`config.mk`:
```
export PLATFORM = sky130hd
export DESIGN_NAME = ysyx_24080006_axi_rarb
export DESIGN_NICKNAME = d
export VERILOG_FILES = /design/src/rtl/ysyx_24080006_axi_rarb.sv
export SDC_FILE = /design/constraint.sdc
export NUM_CORES = 1
export LEC_CHECK = 0
export BUFFER_PORTS_ARGS = -buffer_cell sky130_fd_sc_hd__buf_2
export CORE_AREA = 2 2 101 103
export DETAILED_ROUTE_END_ITERATION = 8
export DIE_AREA = 0 0 103 105
export GPL_ROUTABILITY_DRIVEN = 1
export PLACE_DENSITY = 0.59
export SLEW_MARGIN = 20
export SYNTH_ARGS = -nofsm -noshare
export SYNTH_HDL_FRONTEND = slang
export SYNTH_SLANG_ARGS = --single-unit
```
`constraint.sdc`:
```
create_clock -name clock -period 1.5 [get_ports clock]
set_input_delay 0.15 -clock clock [delete_from_list [all_inputs] [get_ports clock]]
set_output_delay 0.15 -clock clock [all_outputs]
set_load 0.05 [all_outputs]
```
`src/rtl/ysyx_24080006_axi_rarb.sv`:
```
// Two-master to one-slave AXI read arbiter: IFU and LSU share one read port.
// One transaction in flight; round-robin on simultaneous requests, LSU favoured after reset.
module ysyx_24080006_axi_rarb #(
    parameter int ADDR_W = 32,
    parameter int DATA_W = 32
) (
    input  logic              clock,
    input  logic              reset,

    input  logic              ifu_arvalid,
    output logic              ifu_arready,
    input  logic [ADDR_W-1:0] ifu_araddr,
    input  logic [7:0]        ifu_arlen,
    input  logic [2:0]        ifu_arsize,
    input  logic [1:0]        ifu_arburst,
    output logic              ifu_rvalid,
    input  logic              ifu_rready,
    output logic [DATA_W-1:0] ifu_rdata,
    output logic [1:0]        ifu_rresp,
    output logic              ifu_rlast,

    input  logic              lsu_arvalid,
    output logic              lsu_arready,
    input  logic [ADDR_W-1:0] lsu_araddr,
    input  logic [7:0]        lsu_arlen,
    input  logic [2:0]        lsu_arsize,
    input  logic [1:0]        lsu_arburst,
    output logic              lsu_rvalid,
    input  logic              lsu_rready,
    output logic [DATA_W-1:0] lsu_rdata,
    output logic [1:0]        lsu_rresp,
    output logic              lsu_rlast,

    output logic              m_arvalid,
    input  logic              m_arready,
    output logic [ADDR_W-1:0] m_araddr,
    output logic [7:0]        m_arlen,
    output logic [2:0]        m_arsize,
    output logic [1:0]        m_arburst,
    input  logic              m_rvalid,
    output logic              m_rready,
    input  logic [DATA_W-1:0] m_rdata,
    input  logic [1:0]        m_rresp,
    input  logic              m_rlast,

    output logic [1:0]        grant,
    output logic [1:0]        dbg_state
);

    // Handshakes: a transfer happens on a rising edge where valid && ready; valid,
    // once raised, is expected to hold until that edge (the owner stays in AR if not).
    typedef enum logic [1:0] {
        S_IDLE = 2'd0,
        S_AR   = 2'd1,
        S_R    = 2'd2
    } state_e;

    state_e     state_q;
    logic       owner_lsu_q;
    logic       prio_lsu_q;
    logic [1:0] grant_q;

    logic pick_lsu;
    logic in_ar;
    logic in_r;

    assign pick_lsu = lsu_arvalid && (!ifu_arvalid || prio_lsu_q);
    assign in_ar    = (state_q == S_AR);
    assign in_r     = (state_q == S_R);

    always_ff @(posedge clock or posedge reset) begin
        if (reset) begin
            state_q     <= S_IDLE;
            owner_lsu_q <= 1'b0;
            prio_lsu_q  <= 1'b1;
            grant_q     <= 2'b00;
        end else begin
            case (state_q)
                S_IDLE: begin
                    if (ifu_arvalid || lsu_arvalid) begin
                        owner_lsu_q <= pick_lsu;
                        grant_q     <= pick_lsu ? 2'b10 : 2'b01;
                        state_q     <= S_AR;
                    end
                end
                S_AR: begin
                    if (m_arvalid && m_arready) begin
                        state_q <= S_R;
                    end
                end
                S_R: begin
                    // Burst length is whatever the slave says via rlast; arlen is not tracked.
                    if (m_rvalid && m_rready && m_rlast) begin
                        state_q    <= S_IDLE;
                        grant_q    <= 2'b00;
                        prio_lsu_q <= ~owner_lsu_q;
                    end
                end
                default: begin
                    state_q <= S_IDLE;
                    grant_q <= 2'b00;
                end
            endcase
        end
    end

    assign m_arvalid = in_ar && (owner_lsu_q ? lsu_arvalid : ifu_arvalid);
    assign m_araddr  = owner_lsu_q ? lsu_araddr  : ifu_araddr;
    assign m_arlen   = owner_lsu_q ? lsu_arlen   : ifu_arlen;
    assign m_arsize  = owner_lsu_q ? lsu_arsize  : ifu_arsize;
    assign m_arburst = owner_lsu_q ? lsu_arburst : ifu_arburst;

    assign ifu_arready = in_ar && !owner_lsu_q && m_arready;
    assign lsu_arready = in_ar &&  owner_lsu_q && m_arready;

    assign m_rready   = in_r && (owner_lsu_q ? lsu_rready : ifu_rready);
    assign ifu_rvalid = in_r && !owner_lsu_q && m_rvalid;
    assign lsu_rvalid = in_r &&  owner_lsu_q && m_rvalid;

    // Payload is broadcast; only rvalid carries ownership.
    assign ifu_rdata = m_rdata;
    assign ifu_rresp = m_rresp;
    assign ifu_rlast = m_rlast;
    assign lsu_rdata = m_rdata;
    assign lsu_rresp = m_rresp;
    assign lsu_rlast = m_rlast;

    assign grant     = grant_q;
    assign dbg_state = state_q;

endmodule

```
# Word-level counts from Yosys, hierarchy flattened
# Cells that the tools add are included.
[totals]
inputBits = 133
ff_bits = 6
out_inout_bits = 125
[classes]
eq_ne = 5
reduce_logical = 23
bitwise = 2
n_mux = 13
[op_table]
columns = ["cell", "count"]
rows = [
  ["$mux W32", 1],
  ["$logic_and A1 B1 Y1", 14],
  ["$mux W2", 6],
  ["$pmux W2 S3", 2],
  ["$mux W8", 1],
  ["$reduce_and A3 Y1", 2],
  ["$ne A2 B1 Y1 const B", 2],
  ["$reduce_and A2 Y1", 2],
  ["$mux W3", 1],
  ["$eq A2 B1 Y1 const B", 1],
  ["$eq A2 B2 Y1 const B", 1],
  ["$logic_not A1 Y1", 2],
  ["$logic_not A2 Y1", 1],
  ["$logic_or A1 B1 Y1", 2],
  ["$mux W1", 2],
  ["$ne A2 B2 Y1 const B", 1],
  ["$not A1 Y1", 2],
]

# Depth between registers and ports, before layout
# Gate-level depths: netlist of the first run.
[logic_depth]
ltp_word = 6
depth_mapped = 4

# Worst setup path after synthesis of the first run
# No wires, ideal clock.
[synth_path]
kind = "reg2out"
from = "register state_q[0], in the netlist dbg_state[0]"
to = "output ifu_arready"
t_arrival_ps = 2559
slack_ps = -1209
n_path_buf = 0
stages_incl_launch_ff = 3
required_time_ps = 1350
cell_sequence = "dfrtp_1 -> inv_1 -> nor4b_1"
[synth_between]
elab_chain_cells = 3
[synth_rtl]
columns = ["item", "line", "source"]
rows = [
  ["start: declaration", "58", "state_e state_q;"],
  ["start signal: assignment", "73", "state_q <= S_IDLE;"],
  ["start signal: assignment", "83", "state_q <= S_AR;"],
  ["start signal: assignment", "88", "state_q <= S_R;"],
  ["$eq A2 B1 Y1", "68", "assign in_ar = (state_q == S_AR);"],
  ["$logic_and A1 B1 Y1 (2 in series)", "113", "assign ifu_arready = in_ar && !owner_lsu_q && m_arready;"],
  ["end: declaration", "11", "output logic ifu_arready,"],
]
# Every way passes these cells.

# Final worst setup path of the first run
[layout_path]
from = "register owner_lsu_q"
to = "output m_araddr[10]"
[layout_between]
elab_chain_cells = 1
[layout_rtl]
columns = ["item", "line", "source"]
rows = [
  ["start: declaration", "59", "logic owner_lsu_q;"],
  ["start signal: assignment", "81", "owner_lsu_q <= pick_lsu;"],
  ["$mux W32", "108", "assign m_araddr = owner_lsu_q ? lsu_araddr : ifu_araddr;"],
  ["end: declaration", "36", "output logic [ADDR_W-1:0] m_araddr,"],
]
# Every way passes these cells.

==> results of run 1 <==
-- power groups by stage --
stage | registers, mW | clock network, mW | logic (mW)
2_1_floorplan | 0.487 | 0 | 3.12
3_3_place_gp | 0.393 | 0 | 3.33
3_5_place_dp | 0.397 | 0 | 3.37
4_1_cts | 0.375 | 0.256 | 4.18
5_1_grt | 0.402 | 0.270 | 4.63
6_report | 0.388 | 0.249 | 4.44
-- cell type report --
class / count / area, um^2 / share of cell area [%]
sequential: 6 / 155.1 / 6.241
clock buffer: 4 / 45.04 / 1.812
inverter: 4 / 15.01 / 0.6039
timing repair buffer: 169 / 1246 / 50.13
multi-input combinational: 73 / 855.8 / 34.42
antenna: 1 / 2.502 / 0.1007
tap: 133 / 166.4 / 6.694
-- per-stage QoR --
step / instances / setup WS, ns / util, %
6_report: 390 / -0.09119 / 25.79
5_1_grt: 390 / -0.1270 / 25.79
4_1_cts: 387 / -0.1104 / 24.21
3_5_place_dp: 374 / 0.09293 / 19.90
3_3_place_gp: 374 / 0.1172 / 19.90
2_1_floorplan: 160 / -0.001300 / -
-- state kept, by name, indices dropped and copies added (netlist names) --
register     count
owner_lsu_q      1
dbg_state        2
prio_lsu_q       1
grant            2
-- Yosys cell counts (all sizes together) --
master   number
a21oi         1
a311oi        1
a32oi         1
and3          1
and4b         1
buf          77
dfrtp         5
dfstp         1
inv           4
mux2         46
mux2i         1
nand2         2
nand2b        3
nand3         2
nor2          2
nor2b         1
nor3          1
nor3b         1
nor4b         1
o21ai         4
o22ai         1
o2bb2ai       1
o31ai         1
o41ai         1
-- critical path, delay by kind of cell (launching register included) --
family / cells / cell delay [ns]
multiplexers: 1 / 0.37
buffers and inverters: 2 / 0.36
flip-flops: 1 / 0.47
-- cell families after synthesis --
family	count (synthesis)	synth area share, %
DFF	6	10.32
buffers and inverters	81	39.68
AOI/OAI and AO/OA	11	6.911
muxes	47	37.12
and+or+nand+nor	15	5.974
-- metal layers --
layer / share of wire (%) / up-vias / global-route usage (%) / wire, um
met5: 0 / - / 0 / 0
met3: 11 / 14 / 3.144 / 609
met2: 54 / 112 / 17.90 / 3071
li1: - / 674 / - / -
met1: 34 / 640 / 8.626 / 1943
met4: 1.5 / 0 / 3.195 / 87
-- final timing paths --
| kind | from | slack (ns) | depth (start not counted) | endpoint |
|---|---|---|---|---|
| worst max-delay path | owner_lsu_q$_DFFE_PP0P_ | -0.09 | 3 | m_araddr[10] |
| worst min-delay path | m_arready | 0.18 | 2 | dbg_state[0]$_DFFE_PP0P_ |
| worst max register to register | owner_lsu_q$_DFFE_PP0P_ | 0.08 | 5 | prio_lsu_q$_DFFE_PP1P_ |
| worst min register to register | prio_lsu_q$_DFFE_PP1P_ | 0.49 | 2 | prio_lsu_q$_DFFE_PP1P_ |
| max in group asynchronous | reset | 0.83 | 3 | prio_lsu_q$_DFFE_PP1P_ |
| min in group asynchronous | reset | 0.41 | 3 | dbg_state[1]$_DFFE_PP0P_ |
-- what timing repair did --
| action | 4_1_cts | 5_1_grt |
|---|---|---|
| cloned | 1 | 0 |
| setup endpoints to repair | 50 | 52 |
| resized for setup | 82 | 50 |
| hold buffers | 1 | 0 |
| setup buffers | 7 | 3 |
| hold endpoints to repair | 5 | 0 |
| pin swaps | 0 | 0 |
==> impl_metrics.toml, run 1 <==
[outcome]
status = "finished, violations left"
violations = "setup timing"

[synth]
synthesis.area_um2 = 1466
syn_nets = 293
synth_cells = 160
yosys.area.top_type = "buf_4"
syn_avg_cell_area_um2 = 9.165
yosysSeqAreaShare_pct = 10.32
yosys_warnings = 0
yosysUniqueCellTypes = 28
ys_seq_elements = 6
synth_top_area_share_pct = 35.84
synth_area_leaders = "buf_4 (36%), mux2_2 (35%), dfrtp_1 (8.5%)"

[finish]
drive_gt1_share_pct = 91.02
area_delta_synth_final_pct = 69.54
layout_commonest_cell = "buf_2"
nets = 390
fillers = 1040
final_cell_area_um2 = 2486
final_cell_mix = "buf_2 (108), buf_6 (40), mux2_2 (24), mux2_4 (22), buf_4 (8)"

[placement]
portBuffers = 155
hpwl_mm = 4.121
gp_congestion = 0.6473
placedInstanceArea_um2 = 1918

[timing]
setup_viol = 43
fin_crit_sh_pct = 106.1
rsz0062_at_grt = "yes"
fmax_ghz = 0.6285
setup_tns_ns = -2.514
relSlewSlack_pct = 83.71
fin_skew_ns = 0.004147
timing.hold.ws_ns = 0.1780
fin_ws_ns = -0.09119
worstMarginPinSlew_ns = 0.2418
final_max_slew_viol_count = 0
hold_viol = 0
layout_min_cycle_time_ns = 1.591

[global_route]
grt_max_degree = 19
grt_pass1_wl_mm = 7.728
grt_overflow = 0
grt_pass1_vias = 1604
grt_usage_pct = 9.214
antenna_found_initial = 1

[clock_network]
clkTransAtPathRegs_ns = 0.04
cts.htree.levels = 1
cts.path.max_buffers = 2
root_buffer = "clkbuf_8"
clkLatencyLatePin_ns = 0.22
cts_made_buffers = 3
clock_sinks = 6
cts_tree = "built"

[detailed_routing]
drt_iter0_drc = 23
vias = 1440
wl_per_cell_um = 14.64
wirelength_mm = 5.711
avgViaCountPerCell = 3.692
drt.antenna.violating_nets = 0
firstDrtPassIters = 4
drcViolationCount = 0

[critical_path]
max_stage_delay_ns = 0.47
critPathCaptureType = "primary output"
start_kind = "flop"
cp_max_fo = 18
crit_chain = "buf_12 -> mux2_2 -> buf_6"
cp.required_ns = 1.35
critPathArrivalTime_ns = 1.44
crit_slowest_cell = "dfrtp_2"
critPathKind = "flop to primary output"

[run]
maxCapViolCount = 0

[floorplanning]
io_pins = 258
die_area_um2 = 10820
initial_core_util_pct = 15.21
rows = 36
die_x_um = 103
core_um2 = 9639
die_h_um = 105

[pwr]
power_mw = 5.080
p_clk_share_pct = 4.9
power.leakage_nw = 1.248
p_per_area_nw_per_um2 = 2043
pwr-share-comb_pct = 87.4
vdd_drop_max_v = 0.001045
p_sw_mw = 2.745
swShare_pct = 54.03
p_int_mw = 2.335
p_seq_share_pct = 7.6

[hold_path]
hold_class = "input pin to flop"
Power figures use the tool's default switching activity.
==> run 2: changes to the inputs <==
- MAX_ROUTING_LAYER: not set -> met4
==> run 2 against run 1 <==
The flow still finishes with violations (setup timing). Non-clock buffer count stayed put. Via count is 0.14% higher. Worst hold slack better by 0.00081 ns. First-iteration DRC count is 4.3% lower. Critical path depth stayed put. Power hardly changed. Count of clock-buffer cells in the layout stayed put. Critical endpoint unchanged. Largest cell class unchanged. Highest routed layer unchanged.
==> impl_metrics.toml, run 2 (same netlist as run 1, synthesis figures left out) <==
[floorplanning]
initial_core_util_pct = 15.21
io_pins = 258
die_h_um = 105
core_um2 = 9639
rows = 36
die_area_um2 = 10820
die_x_um = 103

[placement]
hpwl_mm = 4.121
gp_congestion = 0.6529
place_ws_ns = 0.09293
portBuffers = 155

[detailed_routing]
wl_per_cell_um = 14.63
wirelength_mm = 5.707
vias = 1442
firstDrtPassIters = 4
drt.antenna.violating_nets = 0
drcViolationCount = 0
drt_iter0_drc = 22
avgViaCountPerCell = 3.697

[critical_path]
critPathKind = "flop to primary output"
cp.required_ns = 1.35
crit_slowest_cell = "dfrtp_2"
critPathTopFamily = "flip-flops"
max_stage_delay_ns = 0.47
cp_num_buf_inv = 2
critPathArrivalTime_ns = 1.44
critPathCaptureType = "primary output"
rrSetupSlack_ns = 0.08
crit_chain = "buf_12 -> mux2_2 -> buf_6"
cp_max_fo = 18
start_kind = "flop"

[global_route]
grt_pass1_wl_mm = 7.728
grt_overflow = 0
antenna_found_initial = 1
grt_pass1_vias = 1603
grt_max_degree = 19
grt_usage_pct = 9.464

[pwr]
p_per_area_nw_per_um2 = 2043
vdd_drop_max_v = 0.001045
power.leakage_nw = 1.248
power_mw = 5.079

[clock_network]
cts_made_buffers = 3
clkLatencyLatePin_ns = 0.22
clkTransAtPathRegs_ns = 0.04
cts_tree = "built"
cts.htree.levels = 1
root_buffer = "clkbuf_8"
cts.path.max_buffers = 2
clock_sinks = 6

[finish]
multi_input_area_um2 = 855.8
layout_commonest_cell = "buf_2"
fillers = 1040
final_cell_mix = "buf_2 (108), buf_6 (40), mux2_2 (24), mux2_4 (22), buf_4 (8)"
final-seq-area_um2 = 155.1
area_delta_synth_final_pct = 69.54
nets = 390
drive_gt1_share_pct = 91.02

[run]
maxCapViolCount = 0

[timing]
layout_min_cycle_time_ns = 1.592
fin_crit_sh_pct = 106.2
rsz0062_at_grt = "yes"
setup_viol = 43
hold_viol = 0
worstMarginPinSlew_ns = 0.2418
fin_skew_ns = 0.004147
fmax_ghz = 0.6280
relSlewSlack_pct = 83.71
final_max_slew_viol_count = 0
fin_ws_ns = -0.09244

[hold_path]
hold_class = "input pin to flop"

[outcome]
status = "finished, violations left"
violations = "setup timing"
run 2: cell counts in the layout (fill, tap and decap cells not counted):
Identical to the previous run, type by type.
run 2: final cells by class:
class / instances / share of cell area (%)
Inverter: 4 / 0.6039
Tap cell: 133 / 6.694
Clock buffer: 4 / 1.812
Multi-Input combinational cell: 73 / 34.42
Timing Repair Buffer: 169 / 50.13
Sequential cell: 6 / 6.241
Antenna cell: 1 / 0.1007
run 2: report_power, final:
part	leakage [nW]	switching [mW]	internal (mW)
sequential	0.0687	0.133	0.255
combinational	1.16	2.54	1.90
clock	0.0228	0.0668	0.183
run 2: timing repair:
item,4_1_cts,5_1_grt
setup buffers,7,3
gates cloned,1,0
endpoints found under the hold margin,5,0
hold buffers,1,0
endpoints found under the setup margin,50,52
gates resized for setup,82,50
run 2: metal layers:
metal / routed length (um) / GRT usage [%] / vias to the layer above
li1: - / - / 674
met1: 1946 / 8.666 / 642
met2: 3067 / 17.90 / 112
met3: 608 / 3.077 / 14
met4: 85 / 3.195 / 0
met5: 0 / - / -
run 2: final timing paths:
| kind | end | startpoint | depth (start not counted) |
|---|---|---|---|
| worst max-delay path | m_araddr[10] | owner_lsu_q$_DFFE_PP0P_ | 3 |
| worst min-delay path | dbg_state[0]$_DFFE_PP0P_ | m_arready | 2 |
| worst max register to register | prio_lsu_q$_DFFE_PP1P_ | owner_lsu_q$_DFFE_PP0P_ | 5 |
| worst min register to register | prio_lsu_q$_DFFE_PP1P_ | prio_lsu_q$_DFFE_PP1P_ | 2 |
| max in group asynchronous | prio_lsu_q$_DFFE_PP1P_ | reset | 3 |
| min in group asynchronous | dbg_state[1]$_DFFE_PP0P_ | reset | 3 |
run 2: stage by stage:
step / utilization (%) / hold slack [ns] / instance area, um^2 / cells / setup TNS (ns)
6_report: 25.79 / 0.1788 / 2486 / 390 / -2.553
5_1_grt: 25.79 / 0.1868 / 2486 / 390 / -4.437
4_1_cts: 24.21 / 0.1727 / 2333 / 387 / -2.969
3_5_place_dp: 19.90 / 0.07262 / 1918 / 374 / 0
3_3_place_gp: 19.90 / 0.07386 / 1918 / 374 / 0
2_1_floorplan: - / -0.05990 / 1513 / 160 / -0.001300
run 2: worst register-to-register path, cell delays in order (launching register included):
cell	delay [ns]
dfrtp_2	0.48
buf_12	0.18
mux2i_4	0.19
buf_4	0.16
o31ai_4	0.24
o41ai_2	0.10
